--- src/rtl/dac_ramp_pdm_multi_pkg.sv ---
// Shared types and helpers for the multi-channel ramped PDM DAC front-end.
package dac_pkg;

  typedef enum logic [1:0] {
    RS_IDLE,
    RS_RISE,
    RS_FALL
  } ramp_state_t;

  // Extra bits carried above WIDTH so a sum can never wrap.
  localparam int unsigned EXT_BITS = 1;

  // Width of a channel index; a single channel still gets a 1-bit index.
  function automatic int chw(input int n);
    return (n <= 1) ? 1 : $clog2(n);
  endfunction

  // One rising slew step, clamped at the target. A step of 0 jumps to the target.
  function automatic int unsigned step_up(input int unsigned code, input int unsigned step,
                                          input int unsigned target);
    int unsigned sum;
    if (step == 0) return target;
    sum = code + step;
    return (sum > target) ? target : sum;
  endfunction

  // One falling slew step, clamped at the target without going below zero.
  // A step of 0 jumps to the target.
  function automatic int unsigned step_down(input int unsigned code, input int unsigned step,
                                            input int unsigned target);
    if (step == 0) return target;
    if (code < target + step) return target;
    return code - step;
  endfunction

endpackage

--- src/rtl/dac_ramp_pdm_multi_if.sv ---
// Write port for the DAC bank: valid/ready handshake carrying channel index and target code.
interface dac_ramp_pdm_multi_if
  import dac_pkg::*;
#(
  parameter int NCH   = 4,
  parameter int WIDTH = 8
);
  localparam int CHW = chw(NCH);

  logic             wr_valid;
  logic             wr_ready;
  logic [CHW-1:0]   wr_ch;
  logic [WIDTH-1:0] wr_code;

  modport master (output wr_valid, output wr_ch, output wr_code, input wr_ready);
  modport slave  (input wr_valid, input wr_ch, input wr_code, output wr_ready);
endinterface

--- src/rtl/dac_ramp_pdm_multi_ch.sv ---
// One DAC channel: target register, slew FSM and 1st-order sigma-delta modulator.
module dac_ramp_ch
  import dac_pkg::*;
#(
  parameter int          WIDTH     = 8,
  parameter int unsigned RISE_STEP = 1,
  parameter int unsigned FALL_STEP = 1
) (
  input  logic             clk,
  input  logic             rst,
  input  logic             tick_i,
  input  logic             we_i,
  input  logic [WIDTH-1:0] wdata_i,
  output logic [WIDTH-1:0] code_o,
  output logic             busy_o,
  output logic             pdm_o
);

  localparam int SW = WIDTH + EXT_BITS;

  logic [WIDTH-1:0] target_q;
  logic [WIDTH-1:0] code_q;
  logic [WIDTH-1:0] acc_q;
  logic             pdm_q;
  ramp_state_t      state_q;

  logic [WIDTH-1:0] rise_d;
  logic [WIDTH-1:0] fall_d;
  logic [SW-1:0]    pdm_sum;

  assign rise_d  = WIDTH'(step_up(32'(code_q), RISE_STEP, 32'(target_q)));
  assign fall_d  = WIDTH'(step_down(32'(code_q), FALL_STEP, 32'(target_q)));
  assign pdm_sum = SW'(acc_q) + SW'(code_q);

  // Target register: a write lands at the edge it is accepted; the slew sees it one cycle later.
  // NOTE: sequential state uses non-blocking assignments so every flop samples pre-edge values.
  always_ff @(posedge clk) begin
    if (rst)       target_q <= '0;
    else if (we_i) target_q <= wdata_i;
  end

  // Slew FSM: direction chosen from code vs. target, code moves only on ramp ticks.
  always_ff @(posedge clk) begin
    if (rst) begin
      state_q <= RS_IDLE;
      code_q  <= '0;
    end else begin
      case (state_q)
        RS_IDLE: begin
          if (code_q < target_q)      state_q <= RS_RISE;
          else if (code_q > target_q) state_q <= RS_FALL;
        end
        RS_RISE: begin
          if (code_q == target_q)     state_q <= RS_IDLE;
          else if (code_q > target_q) state_q <= RS_FALL;
          else if (tick_i)            code_q  <= rise_d;
        end
        RS_FALL: begin
          if (code_q == target_q)     state_q <= RS_IDLE;
          else if (code_q < target_q) state_q <= RS_RISE;
          else if (tick_i)            code_q  <= fall_d;
        end
        default: state_q <= RS_IDLE;
      endcase
    end
  end

  // Sigma-delta: accumulate the code each clock, the carry is the PDM bit.
  always_ff @(posedge clk) begin
    if (rst) begin
      acc_q <= '0;
      pdm_q <= 1'b0;
    end else begin
      acc_q <= pdm_sum[WIDTH-1:0];
      pdm_q <= pdm_sum[WIDTH];
    end
  end

  assign code_o = code_q;
  assign busy_o = (code_q != target_q);
  assign pdm_o  = pdm_q;

endmodule

--- src/rtl/dac_ramp_pdm_multi.sv ---
// Top of the DAC bank: ramp tick divider, write decode, write-ready and error flag.
module dac_ramp_pdm_multi
  import dac_pkg::*;
#(
  parameter int          NCH       = 4,
  parameter int          WIDTH     = 8,
  parameter int unsigned RISE_STEP = 1,
  parameter int unsigned FALL_STEP = 1,
  parameter int          TICK_DIV  = 4
) (
  input  logic                   clk,
  input  logic                   rst,
  dac_ramp_pdm_multi_if.slave    wr_if,
  output logic [NCH*WIDTH-1:0]   code_out_o,
  output logic [NCH-1:0]         ramp_busy_o,
  output logic [NCH-1:0]         pdm_out_o,
  output logic                   wr_err_o
);

  localparam int CHW  = chw(NCH);
  localparam int CNTW = (TICK_DIV <= 1) ? 1 : $clog2(TICK_DIV);

  logic [CNTW-1:0] cnt_q;
  logic            tick;
  logic            wr_ready_q;
  logic            wr_err_q;
  logic            wr_fire;
  logic            wr_in_range;
  logic [NCH-1:0]  we;

  assign tick        = (cnt_q == CNTW'(TICK_DIV - 1));
  assign wr_fire     = wr_if.wr_valid & wr_ready_q;
  assign wr_in_range = (32'(wr_if.wr_ch) < NCH);

  // Free-running ramp tick divider; writes never disturb it.
  always_ff @(posedge clk) begin
    if (rst)       cnt_q <= '0;
    else if (tick) cnt_q <= '0;
    else           cnt_q <= cnt_q + 1'b1;
  end

  // Write-ready rises one cycle after reset; out-of-range writes set a sticky error.
  always_ff @(posedge clk) begin
    if (rst) begin
      wr_ready_q <= 1'b0;
      wr_err_q   <= 1'b0;
    end else begin
      wr_ready_q <= 1'b1;
      if (wr_fire && !wr_in_range) wr_err_q <= 1'b1;
    end
  end

  for (genvar i = 0; i < NCH; i++) begin : g_ch
    assign we[i] = wr_fire && (wr_if.wr_ch == CHW'(i));

    dac_ramp_ch #(
      .WIDTH    (WIDTH),
      .RISE_STEP(RISE_STEP),
      .FALL_STEP(FALL_STEP)
    ) u_ch (
      .clk    (clk),
      .rst    (rst),
      .tick_i (tick),
      .we_i   (we[i]),
      .wdata_i(wr_if.wr_code),
      .code_o (code_out_o[i*WIDTH +: WIDTH]),
      .busy_o (ramp_busy_o[i]),
      .pdm_o  (pdm_out_o[i])
    );
  end

  assign wr_if.wr_ready = wr_ready_q;
  assign wr_err_o       = wr_err_q;

endmodule
--- src/flat_wrapper.sv ---
// flat-port wrapper written by rule: the top's interface ports become plain ports
module dac_ramp_pdm_multi_flat import dac_pkg::*;
#(
  parameter int          NCH       = 4,
  parameter int          WIDTH     = 8,
  parameter int unsigned RISE_STEP = 1,
  parameter int unsigned FALL_STEP = 1,
  parameter int          TICK_DIV  = 4
)
  (clk, rst, code_out_o, ramp_busy_o, pdm_out_o, wr_err_o, wr_if_wr_valid, wr_if_wr_ch, wr_if_wr_code, wr_if_wr_ready);
  dac_ramp_pdm_multi_if #(.NCH(NCH), .WIDTH(WIDTH)) wr_if_i ();
  input  logic clk;
  input  logic rst;
  output logic [NCH*WIDTH-1:0] code_out_o;
  output logic [NCH-1:0] ramp_busy_o;
  output logic [NCH-1:0] pdm_out_o;
  output logic wr_err_o;
  input wire logic [$bits(wr_if_i.wr_valid)-1:0] wr_if_wr_valid;
  input wire logic [$bits(wr_if_i.wr_ch)-1:0] wr_if_wr_ch;
  input wire logic [$bits(wr_if_i.wr_code)-1:0] wr_if_wr_code;
  output wire logic [$bits(wr_if_i.wr_ready)-1:0] wr_if_wr_ready;
  assign wr_if_i.wr_valid = wr_if_wr_valid;
  assign wr_if_i.wr_ch = wr_if_wr_ch;
  assign wr_if_i.wr_code = wr_if_wr_code;
  assign wr_if_wr_ready = wr_if_i.wr_ready;
  dac_ramp_pdm_multi #(.NCH(NCH), .WIDTH(WIDTH), .RISE_STEP(RISE_STEP), .FALL_STEP(FALL_STEP), .TICK_DIV(TICK_DIV)) u_core (.clk(clk), .rst(rst), .wr_if(wr_if_i), .code_out_o(code_out_o), .ramp_busy_o(ramp_busy_o), .pdm_out_o(pdm_out_o), .wr_err_o(wr_err_o));
endmodule
--- config.mk ---
export PLATFORM = sky130hd
export DESIGN_NAME = dac_ramp_pdm_multi_flat
export DESIGN_NICKNAME = d
export VERILOG_FILES = /design/src/rtl/dac_ramp_pdm_multi_pkg.sv /design/src/rtl/dac_ramp_pdm_multi_if.sv /design/src/rtl/dac_ramp_pdm_multi_ch.sv /design/src/rtl/dac_ramp_pdm_multi.sv /design/src/flat_wrapper.sv
export SDC_FILE = /design/constraint.sdc
export NUM_CORES = 1
export LEC_CHECK = 0
export BUFFER_PORTS_ARGS = -buffer_cell sky130_fd_sc_hd__buf_2
export CORE_MARGIN = 2
export CORE_UTILIZATION = 50
export CTS_CLUSTER_DIAMETER = 200
export CTS_CLUSTER_SIZE = 40
export DETAILED_ROUTE_END_ITERATION = 16
export HOLD_SLACK_MARGIN = 0.1
export PLACE_DENSITY_LB_ADDON = 0.25
export SYNTH_ARGS = -nofsm -noshare
export SYNTH_HDL_FRONTEND = slang
export SYNTH_HIERARCHICAL = 1
export SYNTH_SLANG_ARGS = --single-unit
--- constraint.sdc ---
create_clock -name clk -period 2.87 [get_ports clk]
set_clock_uncertainty 0.2 [all_clocks]
set_input_delay 0.4305 -clock clk [delete_from_list [all_inputs] [get_ports clk]]
set_output_delay 0.4305 -clock clk [all_outputs]
set_load 0.02 [all_outputs]
==> impl_results.md <==
- Max clock buf depth: 2
- FP Rows: 51
- Share of the synthesized area in the top cell type: 22.5%
- CP Data Arrival Time: ~3000 ps
- IO Port Bufs: 53
- Die area: 20,900 um2
- Final setup vio count: 10
- CP max FO: 3
- Number of synthesized flops with an enable pin: 0
- Detailed Place HPWL: 20,600 um
- Clock-pin slew on the worst setup and hold paths: ~80 ps
- Pleak: 5.64 nW
- Final worst path period share: 102%
- Post-route minimum period: 2920 ps
- Post-DP Area: 11,400 um2
- Root Buffer: clkbuf_16
- Pin count of the biggest net entering global routing: 44
- Sw Ratio: 29.6%
- Finished Cell Area: 12,600 um2
- Sequential share of power: roughly 43%
- Drt wl/cell: 17.6 um
- HP Class: input pin to flip-flop
- RSZ-0062 raised after global routing: yes
- Number of global-route vias before repair: between 8k and 9k
- DRC Markers: 0
- Die height: approximately 140 um
- Synth top area cells: dfxtp_1 23%, ha_1 18%, xnor2_1 4.7%, nor2_1 4.1%, mux2i_1 3.9%
- Pre-CTS WS: -124 ps
- Nets: roughly 1.5k
- Failing checks: setup timing
- Initial antenna violation count: 0
- GRT overflow: 0
- Synth unique cells: 92
- Sequential area share after synthesis: between 20% and 30%
- Ys async rst share: 0%
- Synthesized area per cell: 8.55 um2
- Critical path type: flip-flop to flip-flop
- Maximum vdd ir drop: between 0.0002 and 0.0003 V
- Io pins: 55
- Register area: 2300 um2
- Hold WS: 207 ps
- CTS Sinks: 111
- Pre-Repair DR Iteration Count: 5
- Synthesized net count: 1,311
- GRT Util Overall: 26.6%
- R2R setup slack: -50 ps
- NetSw: 1.09 mW
- Commonest non-fill, non-tap cells in the layout: 170 x buf_4, 132 x ha_1, 103 x nor2_1
- Crit end category: flip-flop
- N_diodes: 0
- Yosys warns: 6
- Synthesized flop and latch total: ~110
- Clock share of power: 38.4%
- Slew headroom: between 40% and 50%
- Top routing layer in use: met4
- Metal2 WL: 13,400 um
- Layout cells sized above 1: 32.6%
- Final hold vios: 0
- Ys flop type: dfxtp_1
- Fmax: 0.342 GHz
- Final antenna-violating net count: 0
- WP data required: around 3000 ps
- Final WS setup: -54.5 ps
- Power Density: 292 nW/um2
- CTS buffer count: 9
- Metal1 wirelength: roughly 13,000 um
- DRC violation total after the first TritonRoute iteration: approximately 770
- Gate Count Post-Synth: 1,153
- Htree depth: 3
- Most common cell after layout, fill and taps aside: buf_4
- Status: finished, violations left
- GPL Wtd Cong: 0.936
- Max Slew Vio Count: 0
- Starting Density: 50.8%
- TritonCTS clock tree: yes
- Drt total wl: 28,300 um
- Met3 WL: 1630 um
- Cell internal pwr: 2.60 mW
- Filler Cells Inserted: 1,652
- Via/cell ratio: 5.88
- Via count: approximately 9.5k
- Core Area: ~19,000 um2
- Post-layout util: 65.1%
- Global-route wire length before repair: 44,400 um
- Post-CTS Hold Fix Bufs: 0
- Clock Latency Late Sink: 370 ps
- Worst-margin pin slew: 779 ps
- Comb power frac: 18.6%
- Area leader, netlist: dfxtp_1
- Startpoint types: flip-flop
- Cell Area, Synth: 9860 um2
- Max-cap violation count: 0
- Area taken by multi-input logic gates: about 7700 um2
- Layout area overhead: 28.1%
- Die Span X: approximately 140 um
## cell families (layout without fill, tap and decap cells)
group | Yosys count | count (layout) | synth area share (%)
flops | 111 | 111 | 22.5
mux | 44 | 44 | 4.54
xor+xnor | 74 | 74 | 6.58
simple gates | 381 | 381 | 20.1
other cells | 1 | 1 | 0.0380
fa+ha+maj | 149 | 149 | 19.1
compound gates | 262 | 264 | 21.1
buf+inv | 131 | 323 | 5.97
## layout make-up
| class | instances | share of cell area [%] |
|---|---|---|
| Multi-Input combinational cell | 913 | 61.3 |
| Sequential cell | 111 | 18.2 |
| Timing Repair Buffer | 231 | 13.0 |
| Tap cell | 265 | 2.63 |
| Inverter | 76 | 2.28 |
| Clock buffer | 10 | 1.98 |
| Clock inverter | 6 | 0.575 |
## per-layer routing
metal,vias to the layer above,GRT usage (%)
met1,4458,34.5
li1,4609,-
met4,0,7.36
met5,-,0
met3,58,4.37
met2,348,45.5
## power by group through the flow
stage	registers, mW	logic [mW]	clock network [mW]
after detailed placement	1.62	0.598	0
after global placement	1.62	0.590	0
after floorplan	1.63	0.397	0
after CTS	1.59	0.624	1.44
final	1.58	0.688	1.41
after global routing	1.59	0.743	1.49
## registers in the layout, indices dropped and copies added, names as in the netlist
register and cells:
u_core/g_ch.u_ch/acc_q 32, u_core/g_ch.u_ch/code_o 32, u_core/cnt_q 2, u_core/g_ch.u_ch/pdm_o 4, u_core/g_ch.u_ch/state_q 8, u_core/wr_if.wr_ready 1, u_core/g_ch.u_ch/target_q 32
## critical path, stage by stage (launching register included)
cell      delay, ps
dfxtp_2         340
inv_2            50
nor3_4          170
and3_4          230
nand3_4          80
xnor2_2         150
ha_1            290
and3_4          180
a221oi_4        260
buf_6           160
buf_4           100
a211oi_2         70
o221a_1         260
o31a_1          260
## stage by stage
step                TNS [ps]  instances  total power [mW]
detailed placement      -883       1572              2.22
global route           -2310       1612              3.82
CTS                     -234       1606              3.65
floorplan                  0       1153              2.02
finish                  -325       1612              3.69
global placement        -234       1572              2.21
## worst paths after layout
check	start	to	depth (start not counted)
worst max-delay path	u_core/g_ch[2].u_ch/target_q[4]	u_core/g_ch[2].u_ch/code_o[0]	13
worst min-delay path	wr_if_wr_code[6]	u_core/g_ch[1].u_ch/target_q[6]	3
worst min register to register	u_core/cnt_q[0]	u_core/cnt_q[0]	1
worst max register to register	u_core/g_ch[2].u_ch/target_q[4]	u_core/g_ch[2].u_ch/code_o[0]	13
## synth_stat cells (all sizes together) (4+ instances only)
cell     number
a2111oi       8
a211oi       18
a21boi        4
a21o         24
a21oi        49
a221oi        8
a311oi       17
a31oi         6
and3         11
and3b         4
and4          8
buf          33
clkbuf       22
dfxtp       111
fa            4
ha          141
inv          76
maj3          4
mux2          6
mux2i        38
nand2        61
nand2b       13
nand3        42
nand3b        7
nand4        15
nor2        108
nor2b        22
nor3         51
nor4         15
o2111ai       4
o211a         5
o211ai       21
o21a         15
o21ai        34
o31a          8
o31ai         7
o32ai         5
or3           6
or4           4
xnor2        53
xor2         21
## what timing repair did
item                                    CTS  global route
cloned                                    2             0
endpoints found under the setup margin   23            35
gates resized for setup                  47           118
setup buffers                            17             7
pin swaps                                35            66
Note: power is estimated with default switching activity, not from simulation.
